### config.mk
export PLATFORM = sky130hd
export DESIGN_NAME = deser8
export DESIGN_NICKNAME = d
export VERILOG_FILES = /design/src/rtl/deser8_pkg.sv /design/src/rtl/deser8_rx_shift.sv /design/src/rtl/deser8.sv
export SDC_FILE = /design/constraint.sdc
export NUM_CORES = 1
export LEC_CHECK = 0
export ABC_AREA = 1
export CORE_ASPECT_RATIO = 0.7
export CORE_MARGIN = 4
export CORE_UTILIZATION = 48
export DETAILED_ROUTE_END_ITERATION = 10
export PLACE_DENSITY = 0.71
export SYNTH_ARGS = -nofsm -noshare
export SYNTH_HDL_FRONTEND = slang
export SYNTH_SLANG_ARGS = --single-unit
### constraint.sdc
create_clock -name clk_i -period 1.6 [get_ports clk_i]
set_clock_uncertainty 0.1 [all_clocks]
set_input_delay 0.16 -clock clk_i [delete_from_list [all_inputs] [get_ports clk_i]]
set_output_delay 0.16 -clock clk_i [all_outputs]
set_load 0.01 [all_outputs]
### src/rtl/deser8_pkg.sv
// Shared definitions for the deser8 serial-to-parallel receiver:
// FSM state encodings, bit-order encodings and the parity helper.
package deser8_pkg;

    typedef enum logic [1:0] {
        ST_IDLE = 2'd0,
        ST_RECV = 2'd1,
        ST_PAR  = 2'd2
    } state_e;

    localparam logic DIR_LSB = 1'b0;
    localparam logic DIR_MSB = 1'b1;

    // Zero-extension does not change parity, so callers widen to 64 bits.
    function automatic logic odd_total(input logic [63:0] v);
        return ^v;
    endfunction

endpackage

### src/rtl/deser8_rx_shift.sv
// Bidirectional serial-in/parallel-out register. word_o is the value the
// register takes on the coming edge, so a completing bit is visible at once.
module rx_shift
    import deser8_pkg::*;
#(
    parameter int DATA_W = 8
) (
    input  logic              clk_i,
    input  logic              rst_ni,
    input  logic              clr_i,
    input  logic              load_i,
    input  logic              shift_i,
    input  logic              dir_i,
    input  logic              bit_i,
    output logic [DATA_W-1:0] word_o
);

    logic [DATA_W-1:0] data_q;
    logic [DATA_W-1:0] data_d;

    // Next register value: clear, load first bit, shift, or hold.
    always_comb begin
        data_d = data_q;
        if (clr_i) begin
            data_d = {DATA_W{1'b0}};
        end else if (load_i) begin
            case (dir_i)
                DIR_LSB: data_d = {bit_i, {(DATA_W-1){1'b0}}};
                DIR_MSB: data_d = {{(DATA_W-1){1'b0}}, bit_i};
                default: data_d = {DATA_W{1'b0}};
            endcase
        end else if (shift_i) begin
            case (dir_i)
                DIR_LSB: data_d = {bit_i, data_q[DATA_W-1:1]};
                DIR_MSB: data_d = {data_q[DATA_W-2:0], bit_i};
                default: data_d = data_q;
            endcase
        end else begin
            data_d = data_q;
        end
    end

    // Shift register state.
    always_ff @(posedge clk_i or negedge rst_ni) begin
        if (!rst_ni) begin
            data_q <= {DATA_W{1'b0}};
        end else begin
            data_q <= data_d;
        end
    end

    assign word_o = data_d;

endmodule

### src/rtl/deser8.sv
// Framed serial receiver with VALID/READY output and sticky overrun flag.
// Define DESER8_PARITY_EN to add a trailing even-parity bit and the PERR output.
module deser8
    import deser8_pkg::*;
#(
    parameter int DATA_W = 8,
    parameter int CNT_W  = 3
) (
    input  logic              clk_i,
    input  logic              rst_l_i,
    input  logic              enb_i,
    input  logic              sync_i,
    input  logic              dir_i,
    input  logic              s_in_i,
    input  logic              ready_i,
    output logic [DATA_W-1:0] q_o,
    output logic              valid_o,
    output logic              busy_o,
`ifdef DESER8_PARITY_EN
    output logic              perr_o,
`endif
    output logic              ovr_o
);

    localparam logic [CNT_W-1:0] LAST_CNT = CNT_W'(DATA_W - 1);

    state_e            state_q, state_d;
    logic [CNT_W-1:0]  cnt_q, cnt_d;
    logic              dir_q, dir_d;
    logic [DATA_W-1:0] q_q, q_d;
    logic              valid_q, valid_d;
    logic              busy_q, busy_d;
    logic              ovr_q, ovr_d;
`ifdef DESER8_PARITY_EN
    logic              perr_q, perr_d;
`endif

    logic              sh_load_s, sh_shift_s, sh_clr_s, sh_dir_s;
    logic              done_s, accept_s;
    logic [DATA_W-1:0] word_s;

    // The first bit uses the incoming DIR; later bits use the latched one.
    assign sh_dir_s = sh_load_s ? dir_i : dir_q;
    assign accept_s = valid_q & ready_i;

    rx_shift #(.DATA_W(DATA_W)) u_shift (
        .clk_i   (clk_i),
        .rst_ni  (rst_l_i),
        .clr_i   (sh_clr_s),
        .load_i  (sh_load_s),
        .shift_i (sh_shift_s),
        .dir_i   (sh_dir_s),
        .bit_i   (s_in_i),
        .word_o  (word_s)
    );

    // Frame FSM: sequencing, bit counter and shifter control.
    always_comb begin
        state_d    = state_q;
        cnt_d      = cnt_q;
        dir_d      = dir_q;
        sh_load_s  = 1'b0;
        sh_shift_s = 1'b0;
        sh_clr_s   = 1'b0;
        done_s     = 1'b0;
        case (state_q)
            ST_IDLE: begin
                if (enb_i && sync_i) begin
                    sh_load_s = 1'b1;
                    dir_d     = dir_i;
                    cnt_d     = CNT_W'(1);
                    state_d   = ST_RECV;
                end else begin
                    state_d = ST_IDLE;
                end
            end
            ST_RECV: begin
                // The completing bit is data even if SYNC accompanies it.
                if (enb_i && (cnt_q == LAST_CNT)) begin
                    sh_shift_s = 1'b1;
                    cnt_d      = {CNT_W{1'b0}};
`ifdef DESER8_PARITY_EN
                    state_d    = ST_PAR;
`else
                    done_s     = 1'b1;
                    state_d    = ST_IDLE;
`endif
                end else if (enb_i && sync_i) begin
                    sh_load_s = 1'b1;
                    dir_d     = dir_i;
                    cnt_d     = CNT_W'(1);
                end else if (enb_i) begin
                    sh_shift_s = 1'b1;
                    cnt_d      = cnt_q + CNT_W'(1);
                end else begin
                    state_d = ST_RECV;
                end
            end
`ifdef DESER8_PARITY_EN
            ST_PAR: begin
                if (enb_i && sync_i) begin
                    sh_load_s = 1'b1;
                    dir_d     = dir_i;
                    cnt_d     = CNT_W'(1);
                    state_d   = ST_RECV;
                end else if (enb_i) begin
                    done_s  = 1'b1;
                    state_d = ST_IDLE;
                end else begin
                    state_d = ST_PAR;
                end
            end
`endif
            default: begin
                state_d  = ST_IDLE;
                cnt_d    = {CNT_W{1'b0}};
                sh_clr_s = 1'b1;
            end
        endcase
    end

    // Output word register, handshake and overrun tracking.
    always_comb begin
        q_d     = q_q;
        valid_d = valid_q;
        ovr_d   = ovr_q;
`ifdef DESER8_PARITY_EN
        perr_d  = perr_q;
`endif
        if (done_s) begin
            if (!valid_q || ready_i) begin
                q_d     = word_s;
                valid_d = 1'b1;
                ovr_d   = accept_s ? 1'b0 : ovr_q;
`ifdef DESER8_PARITY_EN
                perr_d  = odd_total(64'({word_s, s_in_i}));
`endif
            end else begin
                ovr_d = 1'b1;
            end
        end else if (accept_s) begin
            valid_d = 1'b0;
            ovr_d   = 1'b0;
        end else begin
            valid_d = valid_q;
        end
        busy_d = (state_d != ST_IDLE);
    end

    // State and registered outputs.
    always_ff @(posedge clk_i or negedge rst_l_i) begin
        if (!rst_l_i) begin
            state_q <= ST_IDLE;
            cnt_q   <= {CNT_W{1'b0}};
            dir_q   <= DIR_LSB;
            q_q     <= {DATA_W{1'b0}};
            valid_q <= 1'b0;
            busy_q  <= 1'b0;
            ovr_q   <= 1'b0;
`ifdef DESER8_PARITY_EN
            perr_q  <= 1'b0;
`endif
        end else begin
            state_q <= state_d;
            cnt_q   <= cnt_d;
            dir_q   <= dir_d;
            q_q     <= q_d;
            valid_q <= valid_d;
            busy_q  <= busy_d;
            ovr_q   <= ovr_d;
`ifdef DESER8_PARITY_EN
            perr_q  <= perr_d;
`endif
        end
    end

    assign q_o     = q_q;
    assign valid_o = valid_q;
    assign busy_o  = busy_q;
    assign ovr_o   = ovr_q;
`ifdef DESER8_PARITY_EN
    assign perr_o  = perr_q;
`endif

endmodule

==> results of run 1 <==
-- flip-flops by register name, summed over array words and instances, names as in the netlist --
| name | count |
|---|---|
| valid_o | 1 |
| cnt_q | 3 |
| busy_o | 1 |
| dir_q | 1 |
| u_shift.data_q | 8 |
| q_o | 8 |
| ovr_o | 1 |
| state_q | 2 |
-- routing by layer --
layer,track usage,share of wire
met5,0,0
met4,0.0625,0.017
met3,0.0521,0.038
met2,0.309,0.48
met1,0.231,0.46
-- placed cells by master (no fill, tap or decap), drive strengths merged, types with 2 or more instances in the layout --
cell	count
a211oi	4
a21oi	6
o21ai	8
inv	24
ha	2
nand2	50
nand3	28
buf	17
nor2	11
and2	2
clkbuf	3
clkdlybuf4s50	17
dfrtp	25
-- Yosys cell counts --
| library cell | instances |
|---|---|
| o21ai_0 | 8 |
| nand2_1 | 45 |
| nand3_4 | 2 |
| nor2_2 | 1 |
| inv_2 | 4 |
| ha_1 | 2 |
| nor2_1 | 9 |
| inv_6 | 1 |
| a211oi_1 | 4 |
| conb_1 | 1 |
| buf_6 | 1 |
| nand3_2 | 4 |
| nand2_2 | 3 |
| nand2_4 | 2 |
| nor2_4 | 1 |
| dfrtp_1 | 25 |
| inv_1 | 19 |
| nand3_1 | 22 |
| and2_1 | 2 |
| a21oi_1 | 6 |
-- area by class of cell --
cell class                 instances  area, sq um  area share
sequential                        25          626       0.339
clock inverter                     1         5.00     0.00271
multi-input combinational        112          726       0.393
tap                               34         42.5      0.0230
inverter                          24          105      0.0569
timing repair buffer              34          302       0.163
clock buffer                       3         41.3      0.0224
-- stage by stage --
step	worst slack [ns]	instance area, sq um	utilization
CTS	-0.0172	1760	0.695
finish	-0.0389	1850	0.729
global placement	-0.153	1630	0.645
global route	-0.147	1850	0.729
detailed placement	-0.250	1630	0.645
floorplan	0.00599	1340	-
-- worst paths after layout --
| kind | endpoint | slack [ns] |
|---|---|---|
| worst max-delay path | u_shift.data_q[1] | -0.04 |
| worst min-delay path | busy_o | 0.14 |
| worst max register to register | u_shift.data_q[1] | -0.04 |
| worst min register to register | q_o[6] | 0.39 |
| max in group asynchronous | u_shift.data_q[3] | 1.01 |
| min in group clk_i | q_o[6] | 0.39 |
-- report_power, final --
group / internal [mW] / total, mW / switching (mW)
sequential: 0.654 / 0.674 / 0.0201
clock: 0.174 / 0.375 / 0.200
combinational: 0.0927 / 0.225 / 0.132
-- timing repair --
| item | CTS | global route |
|---|---|---|
| endpoints found under the setup margin | 16 | 19 |
| setup buffers | 1 | 3 |
| pin swaps | 4 | 9 |
| resized for setup | 17 | 22 |
-- worst register-to-register path: cells and delay by family (launching register included) --
family,cells,cell delay (ns)
AND/OR/NAND/NOR,3,0.24
buffers and inverters,3,0.23
adder cells (fa/ha/maj),2,0.35
AO/OA/AOI/OAI,1,0.31
flip-flops,1,0.36
-- cell families (layout without fill, tap and decap cells) --
group	count (synthesis)	in the layout	synth area share
fa+ha+maj	2	2	0.0190
simple gates	91	91	0.348
other cells	1	1	0.00284
flops	25	25	0.474
buf+inv	25	62	0.0806
compound gates	18	18	0.0758
==> impl_metrics.env, run 1 <==
export IMPL_synthTopCellsByArea="dfrtp_1, nand2_1, nand3_1"
export IMPL_crit_path_start_kind="flop"
export IMPL_area_growth_pct=39.9
export IMPL_finalCriticalPeriod_ns=1.64
export IMPL_syn_mean_instance_area_sq_um=8.15
export IMPL_setup_violations=13
export IMPL_hold_violations=0
export IMPL_finalCritPeriodShare=1.02
export IMPL_status="finished with violations"
export IMPL_vias=1194
export IMPL_worstSetupEndpointType="flop"
export IMPL_worst_path_stages=9
export IMPL_ys_seq_elements=25
export IMPL_worstSetupStartpoint="cnt_q[0]"
export IMPL_critical_path_cell_chain="ha_2, ha_4, inv_2, nand2_2, nand3_4, a211oi_4, buf_4, nand2_4, inv_2"
export IMPL_htree_num_levels=1
export IMPL_cts_sinks=25
export IMPL_synth_top_cell_by_area="dfrtp_1"
export IMPL_dieArea_sq_mm=0.00367
export IMPL_r2r_start="cnt_q[0]"
export IMPL_setup_ws_ns=-0.0389
export IMPL_whs_ns=0.138
export IMPL_path_common_cell="inv_2"
export IMPL_numCtsBuffers=3
export IMPL_dr_pass1_iters=4
export IMPL_layout_cells_non_filler=233
export IMPL_root_buffer="clkbuf_8"
export IMPL_fmax_ghz=0.610
export IMPL_p_total_mw=1.27
export IMPL_start_util=0.521
export IMPL_nNetsFinal=209
export IMPL_core_sq_mm=0.00253
export IMPL_synth_cell_types=20
export IMPL_fp_dieW_um=70.7
export IMPL_drt_iter0_drc=107
export IMPL_max_cap_violations=0
export IMPL_fin_tns_setup_ns=-0.243
export IMPL_crit_type="reg2reg"
export IMPL_critical_path_top_delay_family="flip-flops"
export IMPL_peakVddDrop_v=0.000408
export IMPL_ctsHoldBuffers=0
export IMPL_diodes=0
export IMPL_chipHeight_um=51.9
export IMPL_via_per_inst=5.12
export IMPL_gp_congestion=0.926
export IMPL_synth_nets=171
export IMPL_dp_cells=225
export IMPL_grt_max_degree=26
export IMPL_grt_overflow=0
export IMPL_num_rows=15
export IMPL_crit_slowest_cell="dfrtp_1"
export IMPL_yosysWarnings=0
export IMPL_port_buffer_count=17
export IMPL_routed_wirelength_um=3090
export IMPL_grt_pass1_vias=1224
export IMPL_ios=18
export IMPL_rsz0062_at_grt="true"
export IMPL_violations="setup timing"
export IMPL_grt_use_total=0.184
export IMPL_hpwl_um=2200
export IMPL_hold_class="in2async"
export IMPL_syn_area_sq_mm=0.00132
export IMPL_grt_pass1_wl_um=5290
export IMPL_syn_inst=162
export IMPL_clk_pin_slew_ns=0.09
export IMPL_grt_antenna_before_repair=0
export IMPL_cts_tree="done"
export IMPL_crit_required_ns=1.72
export IMPL_crit_arrival_ns=1.76
export IMPL_crit_fanout=5
export IMPL_seq_area_frac_synth=0.474
export IMPL_power_leakage_nw=0.872
export IMPL_clockBufferDepth=2
export IMPL_drive_above_1_share=0.327
export IMPL_power_density_mw_per_mm2=690
export IMPL_worstPathBufferInverterCount=3
export IMPL_r2r_cells=9
export IMPL_final_fill_count=198
export IMPL_slowest_delay_ns=0.36
export IMPL_drcViolationCount=0
export IMPL_synth_top_area_share=0.474
export IMPL_clkLatencyLatePin_ns=0.27
export IMPL_ant_nets=0
export IMPL_wl_per_cell_um=13.3
export IMPL_timing_final_max_slew_violations=0
Power figures use the tool's default switching activity.
==> inputs of run 2 (changes only) <==
- HOLD_SLACK_MARGIN: not set -> 0.02
==> results of run 2 <==
Same layout as run 1: the final DEF is identical, and so are final timing and power.
==> variant (config.mk and constraints of run 1) <==
Make the reset (`rst_l_i` and `rst_ni`) synchronous in 2 clocked blocks.
--- a/src/rtl/deser8_rx_shift.sv
+++ b/src/rtl/deser8_rx_shift.sv
@@ -41,7 +41,7 @@
     end
 
     // Shift register state.
-    always_ff @(posedge clk_i or negedge rst_ni) begin
+    always_ff @(posedge clk_i) begin
         if (!rst_ni) begin
             data_q <= {DATA_W{1'b0}};
         end else begin
--- a/src/rtl/deser8.sv
+++ b/src/rtl/deser8.sv
@@ -148,7 +148,7 @@
     end
 
     // State and registered outputs.
-    always_ff @(posedge clk_i or negedge rst_l_i) begin
+    always_ff @(posedge clk_i) begin
         if (!rst_l_i) begin
             state_q <= ST_IDLE;
             cnt_q   <= {CNT_W{1'b0}};
Formal check against the unedited RTL: differs if rst_l_i is asserted again (counterexample within 4 cycles, from zero or initial values and one cycle with rst_l_i low); with rst_l_i held inactive, the same outputs for 10 cycles.
==> variant against run 1 <==
  * The flow still finishes with violations (setup timing)
  * Synthesized area down 7.2%
  * Wire length down 2.4%
  * Final area down 11%
  * Via count down 2.4%
  * Utilization down 5.2 points
  * Sequential cell count unchanged
  * Clock power down 25%
  * Hold slack better by 0.20 ns
  * Setup slack better by 0.024 ns
  * Fmax up 1.5%
  * Final cell count down 2.1%
  * Power down 17%
  * Die area down 6.3%
  * Critical path type is now in -> reg
  * Largest power group unchanged
==> variant: results (changes against run 1) <==
| Metric | Value |
|---|---|
| Status | finished, violations left (unchanged) |
| Vias per cell | 5.11 (was 5.12) |
| Worst Reg-to-Reg Cells | 11 (was 9) |
| Share of cells above drive strength 1 | 34.0% (was 32.7%) |
| Violated checks | setup timing (unchanged) |
| CTS Root Cell | clkbuf_4 (was clkbuf_8) |
| Largest net degree at the start of global routing | 15 (was 26) |
| Met1 Track Usage GR | 29.9% (was 23.1%) |
| Met2 Use GR | 30.3% (was 30.9%) |
| Worst vdd ir | 561 uV (was 408 uV) |
| WL/cell | 13.3 um (about the same) |
| Final setup violation count | 1 (was 13) |
| Dominant cells by area after synthesis | dfxtp_1, nand2_1, nor2_1, nand3_1, nand2_2 (was dfrtp_1, nand2_1, nand3_1, inv_1, nand3_2) |
| Post-synthesis sequential area ratio | 40.9% (was 47.4%) |
| Met3 Use GR | 4.03% (was 5.21%) |
| Gr usage total | 20.1% (was 18.4%) |
| Worst r2r src | cnt_q[1]$_SDFFE_PN0P_ (was cnt_q[0]$_DFFE_PN0P_) |
| Delay of the slowest critical-path stage | 0.63 ns (was 0.36 ns) |
| Worst Path Max Fanout | 7 (was 5) |
| Final non-filler cell total | 228 (was 233) |
| CP startpoint | enb_i (was cnt_q[0]$_DFFE_PN0P_) |
| DP Wirelength | 2060 um (was 2200 um) |
| Syn avg cell area | 7.56 sq um (was 8.15 sq um) |
| Worst setup margin | -0.0145 ns (was -0.0389 ns) |
| Main synth FF type | dfxtp_1 (was dfrtp_1) |
| Detailed Route Iter0 Violations | 95 (was 107) |
| Vias in the first global route | 1147 (was 1224) |
| Tightest Hold Check Type | in -> reg (was in -> async) |
| Async set-reset flop share out of synthesis | 0% (was 100%) |
| Global-route wire length before repair | 5320 um (was 5290 um) |
| Critical Path Sink | q_o[0]$_SDFFE_PN0P_ (was u_shift.data_q[1]$_DFF_PN0_) |
| P_leak | 0.625 nW (was 0.872 nW) |
| Clock transition at the registers of the reported paths | 0.14 ns (was 0.09 ns) |
| Syn_nets | 171 (unchanged) |
| WP data arrival | 1.78 ns (was 1.76 ns) |
| Worst skew pair latency | 0.32 ns (was 0.27 ns) |
| Synth cell count leaders | nand2_1, dfxtp_1, nor2_1 (was nand2_1, dfrtp_1, nand3_1) |
| Layout Nets | 204 (was 209) |
| Worst path slowest cell | clkdlybuf4s50_1 (was dfrtp_1) |
| Final Wtd Congestion | 0.814 (was 0.926) |
| Inst Count DP | 221 (was 225) |
-- variant: cell count changes in the layout (fill, tap and decap cells not counted), moves of 4 or more --
cell	change
nand2_2	+9
a21oi_1	+6
buf_4	-4
nand2_1	-17
o21ai_0	+7
nor2_1	+13
a21oi_2	+7
dfxtp_1	+23
inv_2	-5
nand3_1	-6
dfrtp_1	-25
-- variant: layout make-up --
type | count | area (sq um)
Timing Repair inverter | 1 | 7.51
Sequential cell | 25 | 503
Inverter | 17 | 78.8
Clock buffer | 3 | 22.5
Fill cell | 207 | 788
Clock inverter | 1 | 5.00
Tap cell | 34 | 42.5
Multi-Input combinational cell | 117 | 721
Timing Repair Buffer | 30 | 272
-- variant: cell families (layout without fill, tap and decap cells) --
logic type,Yosys count,after routing,share of synthesized area (%)
simple gates,81,82,33.2
compound gates,32,32,15.5
flops,25,25,40.9
buf+inv,21,52,8.07
fa+ha+maj,2,2,2.04
other cells,1,1,0.306
-- variant: layer usage --
metal,share of wire (%),vias to the layer above
met5,0,-
met4,0.33,0
met3,5.1,2
met2,46,42
met1,49,528
li1,-,593
-- variant: worst max-delay path: cells and delay by family --
kind            cells  cell delay (ns)
buf+inv             2             0.72
compound gates      1             0.12
simple gates        8             0.77
-- variant: worst min path at each step --
stage | slack (ns) | cells past startpoint | start | to
after floorplan | 0.17 | 1 | ready_i | ovr_o$_SDFF_PN0_
after global placement | 0.36 | 2 | ovr_o$_SDFF_PN0_ | ovr_o$_SDFF_PN0_
after detailed placement | 0.37 | 2 | ovr_o$_SDFF_PN0_ | ovr_o$_SDFF_PN0_
after CTS | 0.32 | 2 | ready_i | ovr_o$_SDFF_PN0_
after global routing | 0.34 | 2 | ready_i | ovr_o$_SDFF_PN0_
final | 0.34 | 2 | ready_i | ovr_o$_SDFF_PN0_
-- variant: power by group --
group | leakage, nW | switching, mW | internal (mW)
sequential | 0.203 | 0.0107 | 0.634
clock | 0.0177 | 0.189 | 0.0936
combinational | 0.404 | 0.0805 | 0.0514
total | 0.625 | 0.280 | 0.779
-- variant: what timing repair did --
item / in CTS / in global routing
resized for setup: 18 / 11
buffers inserted: 1 / 0
gates cloned: 2 / 0
pin swaps: 4 / 7
hold buffers: 0 / 0
endpoints found under the setup margin: 16 / 17
-- variant: metrics by stage --
| stage | setup slack, ns | area (sq um) | TNS, ns |
|---|---|---|---|
| after floorplan | 0.00223 | 1220 | 0 |
| after global placement | -0.204 | 1500 | -2.50 |
| after detailed placement | -0.236 | 1500 | -3.36 |
| after CTS | 0.00182 | 1620 | 0 |
| after global routing | -0.0810 | 1650 | -0.948 |
| final | -0.0145 | 1650 | -0.0145 |
